`src/rtl/lcd_frame_sequencer_pkg.sv`:
```
// Shared constants and types for the LCD frame sequencer and its AHB transfer engine.
package lcd_seq_pkg;

  // AHB-Lite encodings, same values as amba_ahb_h.v
  localparam int unsigned W_BURST       = 3;
  localparam logic [1:0]  HTRANS_IDLE   = 2'b00;
  localparam logic [1:0]  HTRANS_NONSEQ = 2'b10;
  localparam logic [2:0]  HBURST_SINGLE = 3'b000;
  localparam logic [2:0]  HSIZE_WORD    = 3'b010;
  localparam logic [1:0]  HRESP_OKAY    = 2'b00;
  localparam logic [1:0]  HRESP_ERROR   = 2'b01;

  // Default slave base; matches `RISCV_LCD_DRIVE_BASE_ADDR on the reference platform
  localparam logic [31:0] LCD_BASE_DEFAULT = 32'h4000_0000;

  // LCD drive slave register map
  localparam logic [7:0] CTRL     = 8'h00;
  localparam logic [7:0] IMG_SIZE = 8'h04;
  localparam logic [7:0] PIX_DATA = 8'h08;
  localparam logic [7:0] STATUS   = 8'h0C;

  localparam int unsigned CTRL_ENABLE = 0;
  localparam int unsigned STATUS_DONE = 0;

  typedef enum logic [2:0] {
    ST_IDLE, ST_CFG_SIZE, ST_CFG_CTRL, ST_STREAM, ST_POLL, ST_DONE, ST_ERR
  } seq_state_e;

  typedef enum logic [1:0] {
    XF_IDLE, XF_ADDR, XF_DATA
  } xfer_phase_e;

  typedef enum logic [1:0] {
    ERR_NONE    = 2'd0,
    ERR_HRESP   = 2'd1,
    ERR_TIMEOUT = 2'd2
  } seq_err_e;

endpackage

```
`src/rtl/lcd_frame_sequencer_ahb_single_xfer.sv`:
```
// Non-pipelined AHB-Lite single-transfer engine: one address phase, then one data phase.
module ahb_single_xfer
  import lcd_seq_pkg::*;
#(
  parameter int unsigned W_ADDR = 32,
  parameter int unsigned W_DATA = 32
) (
  input  logic              clk_i,
  input  logic              rst_ni,
  input  logic              req_i,
  input  logic [W_ADDR-1:0] addr_i,
  input  logic              write_i,
  input  logic [W_DATA-1:0] wdata_i,
  output logic              idle_o,
  output logic              ack_o,
  output logic              err_o,
  output logic [W_DATA-1:0] rdata_o,
  output logic [W_ADDR-1:0] haddr_o,
  output logic [W_DATA-1:0] hwdata_o,
  output logic              hwrite_o,
  output logic [1:0]        htrans_o,
  input  logic [W_DATA-1:0] hrdata_i,
  input  logic [1:0]        hresp_i,
  input  logic              hready_i
);

  xfer_phase_e       phase_q, phase_d;
  logic [W_ADDR-1:0] addr_q, addr_d;
  logic              write_q, write_d;
  logic [W_DATA-1:0] wdata_q, wdata_d;
  logic              issue;

  // A request is taken straight onto the bus in the cycle it is presented, so
  // the requester can tie its own handshake to that exact address cycle.
  assign issue    = (phase_q == XF_IDLE) && req_i;
  assign idle_o   = (phase_q == XF_IDLE);
  assign ack_o    = (phase_q == XF_DATA) && hready_i;
  assign err_o    = ack_o && (hresp_i == HRESP_ERROR);
  assign rdata_o  = hrdata_i;
  assign htrans_o = (issue || phase_q == XF_ADDR) ? HTRANS_NONSEQ : HTRANS_IDLE;
  assign haddr_o  = (phase_q == XF_IDLE) ? addr_i : addr_q;
  assign hwrite_o = (phase_q == XF_IDLE) ? write_i : write_q;
  assign hwdata_o = wdata_q;

  // Next phase and captured transfer attributes
  always_comb begin
    phase_d = phase_q;
    addr_d  = addr_q;
    write_d = write_q;
    wdata_d = wdata_q;
    unique case (phase_q)
      XF_IDLE: if (req_i) begin
        addr_d  = addr_i;
        write_d = write_i;
        wdata_d = wdata_i;
        phase_d = hready_i ? XF_DATA : XF_ADDR;
      end
      XF_ADDR: if (hready_i) phase_d = XF_DATA;
      XF_DATA: if (hready_i) phase_d = XF_IDLE;
      default: phase_d = XF_IDLE;
    endcase
  end

  // Phase and transfer registers
  always_ff @(posedge clk_i or negedge rst_ni) begin
    if (!rst_ni) begin
      phase_q <= XF_IDLE;
      addr_q  <= '0;
      write_q <= 1'b0;
      wdata_q <= '0;
    end else begin
      phase_q <= phase_d;
      addr_q  <= addr_d;
      write_q <= write_d;
      wdata_q <= wdata_d;
    end
  end

endmodule

```
`src/rtl/lcd_frame_sequencer.sv`:
```
// AHB-Lite master that configures the LCD drive slave, streams one frame of pixels and polls for completion.
module lcd_frame_sequencer
  import lcd_seq_pkg::*;
#(
  parameter int unsigned       W_ADDR   = 32,
  parameter int unsigned       W_DATA   = 32,
  parameter int unsigned       W_CNT    = 16,
  parameter int unsigned       POLL_MAX = 1024,
  parameter logic [W_ADDR-1:0] LCD_BASE = W_ADDR'(LCD_BASE_DEFAULT)
) (
  input  logic               HCLK,
  input  logic               HRESETn,
  input  logic               i_start,
  input  logic [31:0]        i_img_size,
  input  logic [W_CNT-1:0]   i_num_words,
  input  logic               i_pix_valid,
  input  logic [31:0]        i_pix_data,
  output logic               o_pix_ready,
  output logic               o_busy,
  output logic               o_done,
  output logic [1:0]         o_err,
  output logic [W_ADDR-1:0]  o_HADDR,
  output logic [W_DATA-1:0]  o_HWDATA,
  output logic               o_HWRITE,
  output logic [2:0]         o_HSIZE,
  output logic [W_BURST-1:0] o_HBURST,
  output logic [1:0]         o_HTRANS,
  input  logic [W_DATA-1:0]  i_HRDATA,
  input  logic [1:0]         i_HRESP,
  input  logic               i_HREADY
);

  localparam int unsigned W_POLL = $clog2(POLL_MAX + 1);
  localparam logic [W_ADDR-1:0] A_CTRL     = LCD_BASE + W_ADDR'(CTRL);
  localparam logic [W_ADDR-1:0] A_IMG_SIZE = LCD_BASE + W_ADDR'(IMG_SIZE);
  localparam logic [W_ADDR-1:0] A_PIX_DATA = LCD_BASE + W_ADDR'(PIX_DATA);
  localparam logic [W_ADDR-1:0] A_STATUS   = LCD_BASE + W_ADDR'(STATUS);

  seq_state_e        state_q;
  logic [W_DATA-1:0] img_size_q;
  logic [W_CNT-1:0]  cnt_q;
  logic [W_POLL-1:0] poll_q;
  seq_err_e          err_q;
  logic              busy_q;
  logic              done_q;

  logic              xf_req, xf_write, xf_idle, xf_ack, xf_err;
  logic [W_ADDR-1:0] xf_addr;
  logic [W_DATA-1:0] xf_wdata, xf_rdata;
  logic              rdata_unused;

  assign rdata_unused = ^xf_rdata;

  assign o_busy   = busy_q;
  assign o_done   = done_q;
  assign o_err    = err_q;
  assign o_HSIZE  = HSIZE_WORD;
  assign o_HBURST = HBURST_SINGLE;

  // Transfer request for the current state; a pixel is accepted only in the cycle its address goes out
  always_comb begin
    xf_req      = 1'b0;
    xf_addr     = '0;
    xf_write    = 1'b0;
    xf_wdata    = '0;
    o_pix_ready = 1'b0;
    unique case (state_q)
      ST_CFG_SIZE: begin
        xf_req   = 1'b1;
        xf_addr  = A_IMG_SIZE;
        xf_write = 1'b1;
        xf_wdata = img_size_q;
      end
      ST_CFG_CTRL: begin
        xf_req   = 1'b1;
        xf_addr  = A_CTRL;
        xf_write = 1'b1;
        xf_wdata = W_DATA'(1) << CTRL_ENABLE;
      end
      ST_STREAM: begin
        xf_req      = i_pix_valid;
        xf_addr     = A_PIX_DATA;
        xf_write    = 1'b1;
        xf_wdata    = W_DATA'(i_pix_data);
        o_pix_ready = i_pix_valid && xf_idle;
      end
      ST_POLL: begin
        xf_req  = 1'b1;
        xf_addr = A_STATUS;
      end
      default: ;
    endcase
  end

  ahb_single_xfer #(
    .W_ADDR (W_ADDR),
    .W_DATA (W_DATA)
  ) u_xfer (
    .clk_i    (HCLK),
    .rst_ni   (HRESETn),
    .req_i    (xf_req),
    .addr_i   (xf_addr),
    .write_i  (xf_write),
    .wdata_i  (xf_wdata),
    .idle_o   (xf_idle),
    .ack_o    (xf_ack),
    .err_o    (xf_err),
    .rdata_o  (xf_rdata),
    .haddr_o  (o_HADDR),
    .hwdata_o (o_HWDATA),
    .hwrite_o (o_HWRITE),
    .htrans_o (o_HTRANS),
    .hrdata_i (i_HRDATA),
    .hresp_i  (i_HRESP),
    .hready_i (i_HREADY)
  );

  // Frame sequencing FSM with registered status outputs
  always_ff @(posedge HCLK or negedge HRESETn) begin
    if (!HRESETn) begin
      state_q    <= ST_IDLE;
      img_size_q <= '0;
      cnt_q      <= '0;
      poll_q     <= '0;
      err_q      <= ERR_NONE;
      busy_q     <= 1'b0;
      done_q     <= 1'b0;
    end else begin
      done_q <= 1'b0;
      if (xf_ack && xf_err) begin
        state_q <= ST_ERR;
        err_q   <= ERR_HRESP;
      end else begin
        unique case (state_q)
          ST_IDLE: if (i_start) begin
            img_size_q <= W_DATA'(i_img_size);
            cnt_q      <= i_num_words;
            poll_q     <= '0;
            err_q      <= ERR_NONE;
            busy_q     <= 1'b1;
            state_q    <= ST_CFG_SIZE;
          end
          ST_CFG_SIZE: if (xf_ack) state_q <= ST_CFG_CTRL;
          ST_CFG_CTRL: if (xf_ack) state_q <= (cnt_q == '0) ? ST_POLL : ST_STREAM;
          ST_STREAM: if (xf_ack) begin
            cnt_q <= cnt_q - 1'b1;
            if (cnt_q == W_CNT'(1)) state_q <= ST_POLL;
          end
          ST_POLL: if (xf_ack) begin
            if (xf_rdata[STATUS_DONE]) begin
              state_q <= ST_DONE;
              done_q  <= 1'b1;
              busy_q  <= 1'b0;
            end else if (poll_q == W_POLL'(POLL_MAX - 1)) begin
              state_q <= ST_ERR;
              err_q   <= ERR_TIMEOUT;
            end else begin
              poll_q <= poll_q + 1'b1;
            end
          end
          ST_DONE: state_q <= ST_IDLE;
          ST_ERR: begin
            busy_q  <= 1'b0;
            state_q <= ST_IDLE;
          end
          default: state_q <= ST_IDLE;
        endcase
      end
    end
  end

endmodule

```
`config.mk`:
```
export PLATFORM = sky130hd
export DESIGN_NAME = lcd_frame_sequencer
export DESIGN_NICKNAME = d
export VERILOG_FILES = /design/src/rtl/lcd_frame_sequencer_pkg.sv /design/src/rtl/lcd_frame_sequencer_ahb_single_xfer.sv /design/src/rtl/lcd_frame_sequencer.sv
export SDC_FILE = /design/constraint.sdc
export NUM_CORES = 1
export LEC_CHECK = 0
export CAP_MARGIN = 25
export CORE_UTILIZATION = 30
export DETAILED_ROUTE_END_ITERATION = 10
export DONT_BUFFER_PORTS = 1
export SLEW_MARGIN = 20
export SYNTH_ARGS = -nofsm -noshare
export SYNTH_HDL_FRONTEND = slang
export SYNTH_SLANG_ARGS = --single-unit
```
`constraint.sdc`:
```
create_clock -name HCLK -period 3.7 [get_ports HCLK]
set_input_delay 0.555 -clock HCLK [delete_from_list [all_inputs] [get_ports HCLK]]
set_output_delay 0.555 -clock HCLK [all_outputs]
set_load 0.005 [all_outputs]
```
==> results.txt <==
P_sw - 2060 uW
synth warn - 0
remaining antenna violation count - 0
period utilisation layout - 79.1%
Die X - 136 um
Post-Syn Area - 0.00539 mm^2
Worst-path clk slew - 70 ps
Area Growth Syn to Fin - 7.99%
Seq pwr share - 38.0%
Tightest Pin Transition - 638 ps
WS Path Type - reg -> out
Post-synth EDFFs - 0
CP cell instances - nor2b_1 > and2_2 > nor2_1 > a21oi_1
row cnt - 48
NumNets Final - 721
layout cells sized above 1 - 7.30%
most common cell after layout, fill and taps aside - nand2_1
xor and xnor area share after synthesis - 0%
Residual DRC - 0
Max clock buf depth - 2
initial antenna violation count - 1
setup slack, reg-to-reg - 1170 ps
first-pass GRT wire length - 21,400 um
Critical Path Slowest Stage Cell - dfrtp_1
IO Port Bufs - 0
GRT overflow - 0
main combinational cell family by area after synthesis - simple AND/OR/NAND/NOR gates
DR vias/cell - 5.11
ys async rst share - 100%
outcome - finished clean
H-tree levels - 3
clock share of power - 23.1%
non-filler cells, final - 829
final hold vios - 0
Max Fanout on Critical Path - 32
First-pass DRT Iterations - 5
die area - 0.0185 mm^2
crit-path max cell delay - 620 ps
placed cell count - 811
Rel. slew slack - 56.4%
clk_skew - 8.58 ps
proportion of synthesized chip area in sequential cells - 48.3%
reg2reg path depth - 7
combinational power share - 38.9%
DR iter-0 viols - 279
Compound-Gate Fraction of Synth Area - 19.8%
Post-Synth Adder-Cell Area - 0.929%
Final Max Slew Viols - 0
Setup TNS - 0 ps
startpoint types - flip-flop
Worst Path Required - 3140 ps
Avg Cell Area, Syn - 8.75 um^2
top_reg_cell synth - dfrtp_1
Chip Height - 136 um
CORE AREA - 0.0174 mm^2
Worst setup EP type - primary output
mux share of post-synthesis cell area - 0.395%
FF+latch count, synth - 104
most frequent cells in the layout - 155 x nand2_1, 104 x dfrtp_1, 57 x o21ai_0
RSZ-0062 raised after global routing - no
Simple-Gate Fraction of Synth Area - 21.5%
routed length per instance - 16.7 um
Lkg Pwr - 0.00254 uW
post-synthesis cell count - 616
Total GRT Usage - 15.1%
clock sinks - 104
fmax - 342 MHz
max_cap viols - 0
PD cells - 845 mW/mm^2
placed cell area - 0.00544 mm^2
RePlAce Congestion - 0.773
crit path DAT - 2370 ps
FILL cells - 1,814
Tmin final - 2930 ps
CTS tree - yes
vias in the first global route - 4,068
clock root buffer - clkbuf_16
Post-DP HPWL - 9230 um
largest net degree at the start of global routing - 105
internal power - 2860 uW
final instance area - 0.00582 mm^2
synth unique cells - 60
Routed WL - 13,900 um
clk_lat worst skew - 360 ps
Starting Density - 30.9%
Num CTS Buffers - 9
total number of vias - 4,236
switching share of power - 41.8%
Max VDD drop - 0.295 mV
I/O pins - 197
# setup viols final - 0
Hold WC Path Type - in -> async
cells in the mapped netlist (all sizes together), types with 3 or more instances:
cell type  instances  area share (%)
or2                3            0.35
o21ai             59             5.5
a22oi             36             5.0
nor4               9             1.0
ha                 4            0.93
a21oi             32             3.0
nor3              11             1.0
o31ai              5            0.70
o22ai              5            0.58
nor2b              4            0.46
dfrtp            104              48
buf               47             6.3
a21o               5            0.70
clkbuf            27             1.9
nor3b              3            0.51
nand2            155              11
or4b               3            0.63
and2               3            0.35
nor2              27             1.9
inv               11            0.77
or4                9             1.4
or3                5            0.58
nand4              5            0.58
nand3              6            0.56
worst max-delay path, delay by kind of cell, from the launching register on:
kind / cells / cell delay (ps)
AOI/OAI and AO/OA: 1 / 370
and+or+nand+nor: 3 / 1010
DFF: 1 / 620
layout make-up:
type	count	area, um^2	area share [%]
clock inverter	6	115	1.98
tap	225	282	4.84
sequential	104	2600	44.7
multi-input combinational	461	2430	41.8
timing repair buffer	11	103	1.76
inverter	11	41.3	0.710
clock buffer	10	239	4.11
antenna	1	2.50	0.0430
cells by family (layout without fill, tap and decap cells):
| kind of cell | Yosys count | count (layout) |
|---|---|---|
| AND/OR/NAND/NOR | 252 | 252 |
| AO/OA/AOI/OAI | 167 | 167 |
| flip-flops | 104 | 104 |
| buffers and inverters | 85 | 38 |
| adder cells (fa/ha/maj) | 4 | 4 |
| other | 2 | 37 |
| multiplexers | 2 | 2 |
metrics by stage:
stage | setup WS [ps] | hold WS, ps | util (%) | power (uW)
2_1_floorplan | 1560 | 259 | - | 3290
3_3_place_gp | 1180 | 262 | 31.2 | 3730
3_5_place_dp | 1170 | 263 | 31.2 | 3780
4_1_cts | 779 | 153 | 33.4 | 4960
5_1_grt | 607 | 148 | 33.4 | 5320
6_report | 774 | 99.5 | 33.4 | 4920
per-layer routing:
metal	vias to the layer above	global-route usage, %	routed length [um]
li1	2050	-	-
met1	2031	18.9	6030
met2	140	24.4	6580
met3	15	5.07	1060
met4	0	4.88	210
met5	-	0	0
sequential cells by signal, summed over array words and instances, names as in the netlist:
| name | flops |
|---|---|
| u_xfer.addr_q | 3 |
| poll_q | 11 |
| u_xfer.write_q | 1 |
| state_q | 3 |
| u_xfer.hwdata_o | 32 |
| u_xfer.phase_q | 2 |
| o_err | 2 |
| cnt_q | 16 |
| o_busy | 1 |
| o_done | 1 |
| img_size_q | 32 |
power groups by stage:
stage / registers [uW] / logic [uW] / clock network, uW
global placement: 1880 / 1850 / 0
finish: 1870 / 1910 / 1130
detailed placement: 1890 / 1890 / 0
CTS: 1870 / 1920 / 1170
floorplan: 1740 / 1550 / 0
global route: 1930 / 2180 / 1210
repair_timing:
item | in CTS | in global routing
buffers inserted | 0 | 0
endpoints found under the hold margin | 104 | 0
hold buffers | 1 | 0
gates resized for setup | 0 | 0
final timing paths:
path	from	to
hold / removal	HRESETn	cnt_q[5]
hold reg to reg	u_xfer.addr_q[30]	u_xfer.addr_q[30]
setup / recovery	state_q[2]	o_HADDR[3]
min in group HCLK	i_HREADY	u_xfer.phase_q[0]
max in group asynchronous	HRESETn	u_xfer.hwdata_o[20]
setup reg to reg	state_q[2]	u_xfer.hwdata_o[7]
No activity file was read; power rests on OpenSTA's default activity.
